===== config.mk =====
export PLATFORM = sky130hd
export DESIGN_NAME = block_code_a20_encoder_flat
export DESIGN_NICKNAME = d
export VERILOG_FILES = /design/src/rtl/block_code_a20_encoder_pkg.sv /design/src/rtl/block_code_a20_encoder_if.sv /design/src/rtl/block_code_a20_encoder_codeword.sv /design/src/rtl/block_code_a20_encoder.sv /design/src/flat_wrapper.sv
export SDC_FILE = /design/constraint.sdc
export NUM_CORES = 1
export LEC_CHECK = 0
export ABC_AREA = 1
export BUFFER_PORTS_ARGS = -buffer_cell sky130_fd_sc_hd__buf_2
export CAP_MARGIN = 20
export CORE_MARGIN = 2
export CORE_UTILIZATION = 34
export DETAILED_ROUTE_END_ITERATION = 7
export PLACE_DENSITY = 0.53
export SYNTH_ARGS = -nofsm -noshare
export SYNTH_HDL_FRONTEND = slang
export SYNTH_SLANG_ARGS = --single-unit

===== constraint.sdc =====
create_clock -name clk -period 6.1 [get_ports clk]
set_input_delay 0.305 -clock clk [delete_from_list [all_inputs] [get_ports clk]]
set_output_delay 0.305 -clock clk [all_outputs]
set_load 0.005 [all_outputs]

===== src/rtl/block_code_a20_encoder_pkg.sv =====
// -----------------------------------------------------------------------------
// block_code_a20_pkg
//   Shared definitions for the A20 uplink (20,A) block encoder:
//     N_CODE    - codeword length (20 coded bits per block)
//     A_MAX     - largest legal information word length (13 bits)
//     M         - 20x13 basis-sequence table; M[i][n] is the basis bit for
//                 coded bit i and information bit n
//     state_t   - encoder FSM states
//     len_mask  - helper returning a mask of the low A bits of a word
// -----------------------------------------------------------------------------
package block_code_a20_pkg;

    localparam int unsigned N_CODE = 20;
    localparam int unsigned A_MAX  = 13;

    // Row i is stored as a 13-bit vector with bit n = M[i][n]
    // (the literal reads column 12 on the left down to column 0 on the right).
    localparam logic [A_MAX-1:0] M [N_CODE] = '{
        13'b0110000000011,  // i = 0
        13'b0111000000111,  // i = 1
        13'b1111101001001,  // i = 2
        13'b1110100001101,  // i = 3
        13'b1110010001111,  // i = 4
        13'b1110111010011,  // i = 5
        13'b1111101010101,  // i = 6
        13'b1110110011001,  // i = 7
        13'b1111010011011,  // i = 8
        13'b1111001011101,  // i = 9
        13'b1111011100101,  // i = 10
        13'b1110101100111,  // i = 11
        13'b1111110101001,  // i = 12
        13'b1111010101011,  // i = 13
        13'b1010010110001,  // i = 14
        13'b1011011110011,  // i = 15
        13'b1101001110111,  // i = 16
        13'b1100100111001,  // i = 17
        13'b0000011111011,  // i = 18
        13'b0000001100001   // i = 19
    };

    typedef enum logic [1:0] {
        IDLE   = 2'd0,
        ENCODE = 2'd1,
        SEND   = 2'd2
    } state_t;

    // Mask of the low len bits; lengths above A_MAX saturate to all ones.
    function automatic logic [A_MAX-1:0] len_mask(input logic [3:0] len);
        logic [A_MAX:0] t;
        t = (14'd1 << len) - 14'd1;
        return t[A_MAX-1:0];
    endfunction

endpackage


===== src/rtl/block_code_a20_encoder_if.sv =====
// -----------------------------------------------------------------------------
// block_code_a20_encoder_if
//   Bundles the information-word input handshake and the coded-bit output
//   stream of the A20 block encoder.
//     info_bits   - information word, bit n = a_n
//     code_length - A, number of valid information bits
//     in_valid    - info_bits/code_length valid
//     in_ready    - encoder can accept a word
//     tx_bit      - coded bit b_i
//     tx_symbols  - signed symbol for tx_bit (0 -> +max, 1 -> -max)
//     tx_valid    - tx_bit/tx_symbols valid
//     tx_ready    - downstream accepts the beat
//     tx_last     - marks the 20th beat of a block
//     err_len     - one-cycle pulse on an illegal code_length
//   Modports: master = word source / beat sink, slave = encoder.
// -----------------------------------------------------------------------------
interface block_code_a20_encoder_if #(
    parameter int DATA_WIDTH = 4
);
    logic [12:0]                  info_bits;
    logic [3:0]                   code_length;
    logic                         in_valid;
    logic                         in_ready;
    logic                         tx_bit;
    logic signed [DATA_WIDTH-1:0] tx_symbols;
    logic                         tx_valid;
    logic                         tx_ready;
    logic                         tx_last;
    logic                         err_len;

    modport master (
        output info_bits, code_length, in_valid, tx_ready,
        input  in_ready, tx_bit, tx_symbols, tx_valid, tx_last, err_len
    );

    modport slave (
        input  info_bits, code_length, in_valid, tx_ready,
        output in_ready, tx_bit, tx_symbols, tx_valid, tx_last, err_len
    );
endinterface


===== src/rtl/block_code_a20_encoder_codeword.sv =====
// -----------------------------------------------------------------------------
// block_code_a20_codeword
//   Purely combinational (20,A) codeword generator.
//     info     in  13  information word (bits n >= len are ignored)
//     len      in   4  A, number of valid information bits
//     codeword out 20  b_i = XOR over n < A of (a_n AND M[i][n])
// -----------------------------------------------------------------------------
module block_code_a20_codeword
    import block_code_a20_pkg::*;
(
    input  logic [A_MAX-1:0]  info,
    input  logic [3:0]        len,
    output logic [N_CODE-1:0] codeword
);

    logic [A_MAX-1:0] info_m;

    always_comb begin
        // Re-masking here keeps the codeword a function of a_0..a_{A-1}
        // alone, whatever the caller presents in the upper bits.
        info_m   = info & len_mask(len);
        codeword = '0;
        for (int unsigned i = 0; i < N_CODE; i++) begin
            codeword[i] = ^(info_m & M[i]);
        end
    end

endmodule


===== src/rtl/block_code_a20_encoder.sv =====
// -----------------------------------------------------------------------------
// block_code_a20_encoder
//   Transmit-side (20,A) block encoder for the A20 uplink control path.
//   Accepts one A-bit information word per block, registers its 20-bit
//   codeword one cycle later, then streams the codeword b0 first, one bit
//   per beat, under valid/ready flow control with a signed symbol per bit.
//     clk  in  clock, rising edge
//     rst  in  synchronous active-high reset
//     bus  slave modport of block_code_a20_encoder_if
//   Block timing with tx_ready high: accept at T, encode at T+1,
//   beats T+2..T+21, in_ready again at T+22.
// -----------------------------------------------------------------------------
module block_code_a20_encoder
    import block_code_a20_pkg::*;
#(
    parameter int DATA_WIDTH = 4
) (
    input logic                     clk,
    input logic                     rst,
    block_code_a20_encoder_if.slave bus
);

    localparam logic [4:0] LAST_IDX = 5'(N_CODE - 1);
    localparam logic signed [DATA_WIDTH-1:0] SYM_POS = {1'b0, {(DATA_WIDTH-1){1'b1}}};
    localparam logic signed [DATA_WIDTH-1:0] SYM_NEG = -SYM_POS;

    state_t            state;
    logic [A_MAX-1:0]  info_q;
    logic [3:0]        len_q;
    logic [N_CODE-1:0] cw_q;
    logic [N_CODE-1:0] cw_next;
    logic [4:0]        idx;
    logic              err_q;

    logic              accept;
    logic              len_illegal;

    block_code_a20_codeword u_codeword (
        .info     (info_q),
        .len      (len_q),
        .codeword (cw_next)
    );

    assign accept      = (state == IDLE) && bus.in_valid;
    assign len_illegal = (bus.code_length == 4'd0) || (bus.code_length > 4'(A_MAX));

    always_ff @(posedge clk) begin
        if (rst) begin
            state  <= IDLE;
            info_q <= '0;
            len_q  <= '0;
            cw_q   <= '0;
            idx    <= '0;
            err_q  <= 1'b0;
        end else begin
            err_q <= 1'b0;
            case (state)
                IDLE: begin
                    if (accept) begin
                        info_q <= bus.info_bits & len_mask(bus.code_length);
                        len_q  <= bus.code_length;
                        if (len_illegal) begin
                            err_q <= 1'b1;
                        end else begin
                            state <= ENCODE;
                        end
                    end
                end
                ENCODE: begin
                    cw_q  <= cw_next;
                    idx   <= '0;
                    state <= SEND;
                end
                SEND: begin
                    if (bus.tx_ready) begin
                        if (idx == LAST_IDX) begin
                            state <= IDLE;
                        end else begin
                            idx <= idx + 5'd1;
                        end
                    end
                end
                default: state <= IDLE;
            endcase
        end
    end

    // Outputs are forced low while rst is high so that a reset asserted
    // mid-block silences the stream in the same cycle it is applied.
    always_comb begin
        bus.in_ready   = 1'b0;
        bus.tx_valid   = 1'b0;
        bus.tx_bit     = 1'b0;
        bus.tx_symbols = '0;
        bus.tx_last    = 1'b0;
        bus.err_len    = 1'b0;
        if (!rst) begin
            bus.in_ready = (state == IDLE);
            bus.err_len  = err_q;
            if (state == SEND) begin
                bus.tx_valid   = 1'b1;
                bus.tx_bit     = cw_q[idx];
                bus.tx_symbols = cw_q[idx] ? SYM_NEG : SYM_POS;
                bus.tx_last    = (idx == LAST_IDX);
            end
        end
    end

endmodule

===== src/flat_wrapper.sv =====
// flat-port wrapper written by rule: the top's interface ports become plain ports
module block_code_a20_encoder_flat import block_code_a20_pkg::*;
#(
    parameter int DATA_WIDTH = 4
)
  (clk, rst, bus_info_bits, bus_code_length, bus_in_valid, bus_tx_ready, bus_in_ready, bus_tx_bit, bus_tx_symbols, bus_tx_valid, bus_tx_last, bus_err_len);
  block_code_a20_encoder_if #(.DATA_WIDTH(DATA_WIDTH)) bus_i ();
  input logic clk;
  input logic rst;
  input wire logic [$bits(bus_i.info_bits)-1:0] bus_info_bits;
  input wire logic [$bits(bus_i.code_length)-1:0] bus_code_length;
  input wire logic [$bits(bus_i.in_valid)-1:0] bus_in_valid;
  input wire logic [$bits(bus_i.tx_ready)-1:0] bus_tx_ready;
  output wire logic [$bits(bus_i.in_ready)-1:0] bus_in_ready;
  output wire logic [$bits(bus_i.tx_bit)-1:0] bus_tx_bit;
  output wire logic [$bits(bus_i.tx_symbols)-1:0] bus_tx_symbols;
  output wire logic [$bits(bus_i.tx_valid)-1:0] bus_tx_valid;
  output wire logic [$bits(bus_i.tx_last)-1:0] bus_tx_last;
  output wire logic [$bits(bus_i.err_len)-1:0] bus_err_len;
  assign bus_i.info_bits = bus_info_bits;
  assign bus_i.code_length = bus_code_length;
  assign bus_i.in_valid = bus_in_valid;
  assign bus_i.tx_ready = bus_tx_ready;
  assign bus_in_ready = bus_i.in_ready;
  assign bus_tx_bit = bus_i.tx_bit;
  assign bus_tx_symbols = bus_i.tx_symbols;
  assign bus_tx_valid = bus_i.tx_valid;
  assign bus_tx_last = bus_i.tx_last;
  assign bus_err_len = bus_i.err_len;
  block_code_a20_encoder #(.DATA_WIDTH(DATA_WIDTH)) u_core (.clk(clk), .rst(rst), .bus(bus_i));
endmodule

==> run_results.csv, run 1 <==
group,metric,value,unit
clock_tree,cts_resized,0,
global_routing,antenna_found_initial,0,
placement,place_ws,3.54,ns
placement,place_inst,710,
detailed_routing,vias_per_cell,4.96,
worst_setup_path,start_kind,"flip-flop",
timing,max_slew_margin,41.4,%
detailed_routing,dr.pass1.iters,4,
synthesis,syn_area,3530,µm²
pwr,power_density,215,nW/µm²
detailed_routing,num_vias,3558,
clock_tree,clkTransAtPathRegs,0.09,ns
die,initial_utilization,34.7,%
pwr,leakage,1.85,nW
pwr,power.total,0.834,mW
placement,gp_congestion,0.942,
die,fp.dieH,106,µm
layout,antenna_cells,0,
timing,setup_viol,0,
worst_setup_path,critPathArrivalTime,2.77,ns
timing,setup_slack,3.54,ns
detailed_routing,drt_iter0_drc,172,
placement,place_area,3760,µm²
worst_setup_path,rrSetupSlack,3.54,ns
synthesis,yosys_warnings,0,
detailed_routing,finalWirelength,9860,µm
layout,drive_above_1_share,16.5,%
clock_tree,cts_tree,"yes",
synthesis,synth.distinct_cells,40,
die,fp.coreArea,10200,µm²
run,max_cap_viol_count,0,
synthesis,netlist_top_cells_area,"dfxtp_1 26%, nand2_1 14%, nand3_1 9.2%",
timing,period_minus_slack,2.56,ns
worst_setup_path,worstSetupPathType,"flip-flop to flip-flop",
layout,final_nets,605,
global_routing,grt_max_degree,31,
layout,design_area,3880,µm²
clock_tree,cts_max_path_buffers,2,
die,rows,37,
placement,dp_hpwl,8010,µm
die,die_w,106,µm
global_routing,grt_pass1_wl,16100,µm
timing,rsz0062_at_grt,"no",
timing,hold_viol_final,0,
timing,finalCritPeriodShare,42.0,%
synthesis,synth_edf_count,0,
synthesis,syn_avg_cell_area,6.28,µm²
worst_setup_path,worst-r2r-cell-count,14,
die,io_pins,30,
detailed_routing,drc,0,
layout,fin_util,38.1,%
timing,slew_violations,0,
synthesis,synth_common_cells,"132 x nand2_1, 70 x inv_1, 65 x nand3_1",
synthesis,synth-seq-area-share,25.5,%
synthesis,ys_ff_latch,45,
timing,hold_slack,0.250,ns
synthesis,synth_top_area_share,25.5,%
clock_tree,cts_htree_levels,2,
timing,clock_skew,0.0177,ns
layout,num-fill-cells,1140,
synthesis,ys.flop_type,"dfxtp_1",
clock_tree,cts_sinks,45,
layout,syn2layout_area_growth,10.0,%
placement,io_buffers,29,
worst_setup_path,reg2reg_from,"u_core.len_q[3]",
global_routing,track_usage,17.9,%
pwr,ir_drop,85.0,µV
worst_setup_path,crit_end,"u_core.cw_q[10]",
synthesis,synth.net_count,586,
clock_tree,cts-root-buf,"clkbuf_8",
worst_setup_path,worstSetupStartpoint,"u_core.len_q[3]",
worst_setup_path,worstReg2RegEnd,"u_core.cw_q[10]",
worst_setup_path,cp_max_fo,9,
global_routing,gr-total-overflow,0,
synthesis,synth_most_common_cell,"nand2_1",
worst_setup_path,endpoint_kind,"flip-flop",
layout,fin_cells,718,
worst_setup_path,worstPathRequired,6.31,ns
synthesis,post-synth-top-area-cell,"dfxtp_1",
timing,worst_pin_slew,0.878,ns
clock_tree,ctsHoldBuffers,0,
clock_tree,post_cts.repair.setup_buffers,0,
detailed_routing,post_drt_wl_per_cell,13.7,µm
run_status,run_status,"completed",
die,design.die.area,11200,µm²
detailed_routing,postRouteAntennaNets,0,
clock_tree,numCtsBuffers,5,
timing,max_freq,390,MHz
timing,setup-tns-final,0,ns
clock_tree,clkLatencyLatePin,0.30,ns
global_routing,grt_pass1_vias,3270,
synthesis,postSynthCellCount,562,
synthesis,synthArstFlopShare,0,%
min_path,min_path_type,"input port to flip-flop",
## cell families (layout without fill, tap and decap cells)
family          Yosys count  in the layout  synth area share (%)
fa+ha+maj                 3              3                  1.06
compound gates           89             89                  14.1
xor+xnor                 20             20                  5.18
simple gates            306            306                  43.1
buf+inv                  99            119                  11.1
flops                    45             45                  25.5
## registers in the layout, summed over array words and instances (netlist names)
register and cells:
u_core.cw_q 20, u_core.err_q 1, u_core.idx 5, u_core.info_q 13, u_core.len_q 4, u_core.state 2
## layer usage
metal  routed length, µm  global-route usage (%)
met1                4580                    23.3
met4                 160                    4.32
met2                4790                    31.4
met3                 332                    2.45
met5                   0                       0
## where the power goes
group,internal (mW),total [mW],switching (mW)
registers,0.314,0.332,0.0190
logic,0.0859,0.261,0.175
clock network,0.133,0.241,0.108
## worst min-delay path by stage
stage                            end              from  depth (start not counted)  slack [ns]
finish              u_core.info_q[7]  bus_info_bits[7]                          3        0.25
global route        u_core.info_q[7]  bus_info_bits[7]                          3        0.26
CTS                 u_core.info_q[7]  bus_info_bits[7]                          3        0.24
detailed placement   u_core.cw_q[14]   u_core.cw_q[14]                          2        0.44
global placement     u_core.cw_q[14]   u_core.cw_q[14]                          2        0.44
floorplan            u_core.cw_q[14]   u_core.cw_q[14]                          2        0.42
## worst max-delay path: stages (launching register included)
cell and delay, ns:
dfxtp_1 0.56, nor2_4 0.09, nand2_2 0.11, ha_1 0.38, inv_1 0.11, a21oi_1 0.14
nand3_1 0.20, nand3_4 0.15, nand2_2 0.09, nand3_2 0.11, nand3_1 0.18, nand3_1 0.14
nand3_1 0.09, nand2_1 0.09, inv_1 0.04
## layout by cell type, fill, tap and decap left out, types with 2 or more instances in the layout
master and instances:
nand3_2 5, nand2_1 132, inv_1 70, buf_2 29, dfxtp_1 45, nand2_4 7, nand3_1 65, o21ai_0 39
clkbuf_8 6, nand3_4 3, nand4_1 8, ha_1 3, xnor2_1 3, o211ai_1 2, clkinv_1 2, inv_2 9
nor2_4 6, a21oi_1 35, nand2_2 23, o31ai_1 2, a32oi_1 2, nand3b_1 6, xor2_1 16, nor2_1 42
nor3_1 7
## layout make-up
class                      count  area, µm²  share of cell area [%]
clock buffer                   6       82.6                    2.13
clock inverter                 2       37.5                   0.966
inverter                      82        309                    7.96
multi-input combinational    418       2240                    57.6
sequential                    45        901                    23.2
tap                          136        170                    4.38
timing repair buffer          29        145                    3.74
Note: power is estimated with default switching activity, not from simulation.
==> inputs of run 2 (changes only) <==
- ABC_AREA: 1 -> 0
- PLACE_DENSITY: 0.53 -> 0.54
- clock period: 6.1 -> 2.4 ns (I/O delays scaled with it)
==> run_results.csv, run 2 <==
group,metric,value,unit
worst_setup_path,start_kind,"flip-flop",
layout,largest_reg_flops,20,
timing,hold_slack,0.0588,ns
die,fp.coreArea,9330,µm²
worst_setup_path,reg2reg_from,"u_core.len_q[3]",
min_path,min_path_type,"input port to flip-flop",
layout,drive_above_1_share,37.3,%
timing,period_minus_slack,2.69,ns
worst_setup_path,worstPathRequired,2.61,ns
timing,setup_viol,20,
die,io_pins,30,
worst_setup_path,cp_max_fo,8,
placement,dp_hpwl,6200,µm
layout,regArea,906,µm²
synthesis,synth-seq-area-share,27.3,%
timing,worst_pin_slew,0.738,ns
timing,slew_violations,0,
global_routing,grt_pass1_wl,13800,µm
layout,num-fill-cells,878,
timing,max_slew_margin,50.3,%
worst_setup_path,endpoint_kind,"flip-flop",
layout,multi_input_area,2550,µm²
layout,fin_cells,577,
detailed_routing,finalWirelength,8540,µm
synthesis,post-synth-top-area-cell,"dfxtp_1",
clock_tree,ctsHoldBuffers,0,
layout,final_nets,471,
layout,final_common_cell,"buf_4",
timing,setup-tns-final,-2.30,ns
run,max_cap_viol_count,0,
layout,layout_common_cells,"48 x buf_4, 41 x nand2_1, 41 x dfxtp_1, 32 x a21oi_1",
detailed_routing,vias_per_cell,5.13,
min_path,hp-start,"bus_info_bits[0]",
timing,hold_viol_final,0,
clock_tree,cts_sinks,45,
global_routing,grt_max_degree,32,
detailed_routing,post_drt_wl_per_cell,14.8,µm
clock_tree,cts_htree_levels,2,
worst_setup_path,critPathArrivalTime,2.90,ns
worst_setup_path,worst-r2r-cell-count,11,
timing,setup_slack,-0.288,ns
die,rows,35,
timing,max_freq,372,MHz
pwr,leakage,1.73,nW
detailed_routing,drt_iter0_drc,123,
die,die_w,102,µm
run_status,violations,"setup timing",
layout,antenna_cells,0,
synthesis,synth_common_cells,"45 x dfxtp_1, 41 x nand2_1, 35 x a21oi_1",
detailed_routing,postRouteAntennaNets,0,
synthesis,netlist_top_cells_area,"dfxtp_1 27%, xnor2_1 7.4%, a21oi_1 5.3%",
clock_tree,clkTransAtPathRegs,0.10,ns
clock_tree,clkLatencyLatePin,0.31,ns
die,initial_utilization,35.4,%
placement,place_inst,556,
clock_tree,cts_tree,"yes",
worst_setup_path,worstReg2RegEnd,"u_core.cw_q[7]",
synthesis,synth_edf_count,0,
clock_tree,numCtsBuffers,5,
clock_tree,cts_max_path_buffers,2,
layout,syn2layout_area_growth,34.2,%
detailed_routing,num_vias,2962,
run_status,run_status,"complete, but fails checks",
timing,rsz0062_at_grt,"yes",
layout,top_regs,"u_core.cw_q (20), u_core.info_q (13), u_core.idx (5)",
global_routing,track_usage,16.8,%
synthesis,syn_avg_cell_area,8.61,µm²
clock_tree,cts-root-buf,"clkbuf_8",
synthesis,synthArstFlopShare,0,%
placement,io_buffers,29,
synthesis,postSynthCellCount,383,
global_routing,antenna_found_initial,0,
synthesis,ys_ff_latch,45,
min_path,hold_end,"u_core.info_q[0]",
synthesis,synth.distinct_cells,60,
timing,finalCritPeriodShare,112,%
die,design.die.area,10500,µm²
worst_setup_path,worstSetupPathType,"flip-flop to flip-flop",
synthesis,synth_most_common_cell,"dfxtp_1",
pwr,ir_drop,314,µV
global_routing,gr-total-overflow,0,
global_routing,grt_pass1_vias,2777,
synthesis,yosys_warnings,0,
synthesis,synth.net_count,407,
worst_setup_path,rrSetupSlack,-0.29,ns
die,fp.dieH,102,µm
synthesis,syn_area,3300,µm²
min_path,min_path_cells,3,
synthesis,ys.flop_type,"dfxtp_1",
placement,gp_congestion,0.807,
timing,clock_skew,0.00928,ns
pwr,power_density,455,nW/µm²
detailed_routing,dr.pass1.iters,4,
detailed_routing,drc,0,
synthesis,synth_top_area_share,27.3,%
layout,top_register,"u_core.cw_q",
## run 2: changes by cell type after synthesis, sizes merged, moves of 8 or more
| cell | previous run | this run |
|---|---|---|
| xnor2 | 3 | 33 |
| o21ai | 42 | 16 |
| nand3 | 73 | 13 |
| nor2 | 48 | 31 |
| clkbuf | 9 | 22 |
| inv | 79 | 6 |
| nand2 | 162 | 41 |
| nand4 | 9 | 1 |
| a211oi | 1 | 13 |
## run 2: layout make-up
class                   instances  area share, %
flip-flops and latches         45           20.5
well taps                     129           3.65
inverters                       6          0.509
clock inverters                 3          0.480
clock buffers                   5           1.55
repair buffers                 92           15.6
multi-input cells             297           57.7
## run 2: worst max path at each step
stage	start	endpoint	slack [ns]	cells past startpoint
after floorplan	u_core.len_q[1]	u_core.cw_q[12]	-0.59	13
after global placement	u_core.len_q[2]	u_core.cw_q[12]	-0.31	10
after detailed placement	u_core.len_q[2]	u_core.cw_q[12]	-0.34	10
after CTS	u_core.len_q[3]	u_core.cw_q[12]	-0.32	12
after global routing	u_core.len_q[3]	u_core.cw_q[7]	-0.36	11
final	u_core.len_q[3]	u_core.cw_q[7]	-0.29	11
## run 2: through the flow
stage               power [mW]  instance area (µm²)  util (%)  setup WS (ns)
finish                    2.01                 4430      47.5         -0.288
detailed placement        1.41                 3920      42.0         -0.339
CTS                       1.97                 4210      45.1         -0.317
global placement          1.41                 3920      42.0         -0.313
global route              2.13                 4430      47.5         -0.363
floorplan                 1.25                 3400         -         -0.593
## run 2: per-layer routing
layer  global-route usage, %  routed length [µm]
met4                    4.72                 120
met3                    2.10                 316
met2                    26.7                4100
met5                       0                   0
met1                    24.1                4000
## run 2: cells by family after synthesis
group	synth area share (%)
AO/OA/AOI/OAI	18.6
AND/OR/NAND/NOR	21.3
multiplexers	5.01
buffers and inverters	5.54
adder cells (fa/ha/maj)	1.14
XOR/XNOR	21.2
flip-flops	27.3
## run 2: critical path, stage by stage, from the launching register on
cell and delay (ns):
dfxtp_2 0.34, nor2_4 0.11, nand3b_1 0.12, ha_4 0.20, buf_12 0.13, or4_4 0.54
a21oi_4 0.19, a2111oi_4 0.09, xnor3_2 0.29, xnor2_4 0.16, and3_1 0.17, a311o_1 0.25
## run 2: timing repair
action,in CTS,in global routing
setup endpoints to repair,20,24
gates cloned,0,0
endpoints found under the hold margin,0,0
setup buffers,8,6
pin swaps,24,22
resized for setup,25,36
## run 2: power breakdown
part	switching (mW)	internal [mW]
clock network	0.294	0.207
registers	0.0355	0.787
logic	0.335	0.354
total	0.665	1.35
==> inputs of run 3 (changes only) <==
==> constraint.sdc (replaced) <==
create_clock -name clk -period 2.4 [get_ports clk]
set_input_delay 0.36 -clock clk [delete_from_list [all_inputs] [get_ports clk]]
set_output_delay 0.36 -clock clk [all_outputs]
set_load 0.005 [all_outputs]
==> run_results.csv, run 3 (synthesis results as in run 2) <==
group,metric,value,unit
run_status,run_status,"complete, but fails checks",
run_status,violations,"setup timing",
die,design.die.area,10500,µm²
worst_setup_path,path_buf_inv,2,
pwr,power.total,2.04,mW
die,fp.coreArea,9330,µm²
global_routing,grt_max_degree,32,
layout,antenna_cells,0,
timing,hold_slack,0.295,ns
detailed_routing,drt_iter0_drc,130,
placement,gp_congestion,0.792,
layout,final_nets,473,
min_path,min_path_type,"input port to flip-flop",
worst_setup_path,max_stage_delay,0.54,ns
layout,layout_common_cells,"49 x buf_4, 41 x nand2_1, 40 x dfxtp_1, 32 x a21oi_1",
clock_tree,cts_tree,"yes",
timing,clock_skew,0.0146,ns
layout,top_register,"u_core.cw_q",
worst_setup_path,worstSetupPathType,"flip-flop to output pin",
worst_setup_path,critPathSlowestCell,"mux4_2",
worst_setup_path,crit_chain,"buf_12, mux4_2, mux4_2, nor2b_4, a31oi_1, and2_1, buf_2",
timing,max_freq,368,MHz
layout,num-fill-cells,862,
detailed_routing,drc,0,
run,max_cap_viol_count,0,
die,die_w,102,µm
die,rows,35,
layout,top_regs,"u_core.cw_q (20), u_core.info_q (13), u_core.idx (5)",
layout,drive_above_1_share,39.1,%
worst_setup_path,critPathArrivalTime,2.36,ns
global_routing,gr-total-overflow,0,
placement,place_area,3940,µm²
clock_tree,clkLatencyLatePin,0.31,ns
layout,syn2layout_area_growth,36.5,%
worst_setup_path,start_kind,"flip-flop",
placement,dp_hpwl,6260,µm
detailed_routing,vias_per_cell,5.02,
layout,design_area,4500,µm²
clock_tree,cts_htree_levels,2,
layout,final_common_cell,"buf_4",
timing,setup_slack,-0.317,ns
pwr,ir_drop,267,µV
timing,period_minus_slack,2.72,ns
min_path,hp-start,"bus_info_bits[2]",
timing,finalCritPeriodShare,113,%
clock_tree,cts_max_path_buffers,2,
timing,max_slew_margin,52.8,%
worst_setup_path,worstPathRequired,2.04,ns
detailed_routing,postRouteAntennaNets,0,
die,io_pins,30,
die,fp.dieH,102,µm
worst_setup_path,cpMostUsedCell,"mux4_2",
detailed_routing,num_vias,2909,
detailed_routing,dr.pass1.iters,5,
timing,setup_viol,19,
worst_setup_path,critPathTopFamily,"multiplexers",
pwr,leakage,1.77,nW
clock_tree,numCtsBuffers,5,
global_routing,track_usage,17.0,%
global_routing,grt_pass1_vias,2714,
worst_setup_path,worstSetupStartpoint,"u_core.idx[0]",
clock_tree,ctsHoldBuffers,0,
pwr,power_density,454,nW/µm²
placement,io_buffers,29,
worst_setup_path,reg2reg_from,"u_core.len_q[2]",
die,initial_utilization,35.4,%
timing,worst_pin_slew,0.700,ns
detailed_routing,finalWirelength,8560,µm
clock_tree,clkTransAtPathRegs,0.10,ns
timing,rsz0062_at_grt,"yes",
layout,largest_reg_flops,20,
worst_setup_path,endpoint_kind,"output pin",
global_routing,grt_pass1_wl,13800,µm
detailed_routing,post_drt_wl_per_cell,14.8,µm
worst_setup_path,cp_max_fo,5,
timing,slew_violations,0,
timing,hold_viol_final,0,
global_routing,antenna_found_initial,0,
clock_tree,cts_sinks,45,
clock_tree,cts-root-buf,"clkbuf_8",
-- run 3: path summary, 6_finish.rpt --
check,end,slack (ns),cells past startpoint
min,u_core.info_q[2],0.29,3
min reg2reg,u_core.info_q[1],0.46,2
max reg2reg,u_core.cw_q[7],-0.27,11
max,bus_tx_symbols[2],-0.32,7
-- run 3: what timing repair did --
action                                  CTS  global route
endpoints found under the setup margin   21            23
gates resized for setup                  37            37
setup buffers                             9             6
pin swaps                                26            18
-- run 3: routing by layer --
layer  GRT usage (%)  share of wire, %
met5               0                 0
met4            3.69              0.76
met3            2.24               2.8
met2            27.7                48
met1            24.3                49
-- run 3: area by class of cell --
type / instances / area [µm²] / share of cell area (%)
well taps: 129 / 161 / 3.59
clock inverters: 3 / 21.3 / 0.473
inverters: 6 / 22.5 / 0.500
repair buffers: 94 / 706 / 15.7
flip-flops and latches: 45 / 907 / 20.2
clock buffers: 5 / 68.8 / 1.53
multi-input cells: 297 / 2610 / 58.1
-- run 3: tightest hold or removal path: cells and delay by family --
| kind | cells | cell delay (ns) |
|---|---|---|
| buf+inv | 1 | 0.10 |
| compound gates | 1 | 0.06 |
| simple gates | 1 | 0.05 |
-- run 3: metrics by stage --
| step | util, % | instances | setup slack [ns] | TNS (ns) |
|---|---|---|---|---|
| after CTS | 45.5 | 574 | -0.332 | -3.36 |
| after global placement | 42.2 | 559 | -0.290 | -2.34 |
| after detailed placement | 42.2 | 559 | -0.341 | -3.03 |
| final | 48.2 | 579 | -0.317 | -3.29 |
| after global routing | 48.2 | 579 | -0.421 | -5.86 |
| after floorplan | - | 383 | -0.593 | -4.70 |
-- run 3: where the power goes --
group | switching (mW) | leakage [nW] | internal (mW)
sequential | 0.0350 | 0.369 | 0.788
combinational | 0.348 | 1.36 | 0.367
clock | 0.297 | 0.0445 | 0.207
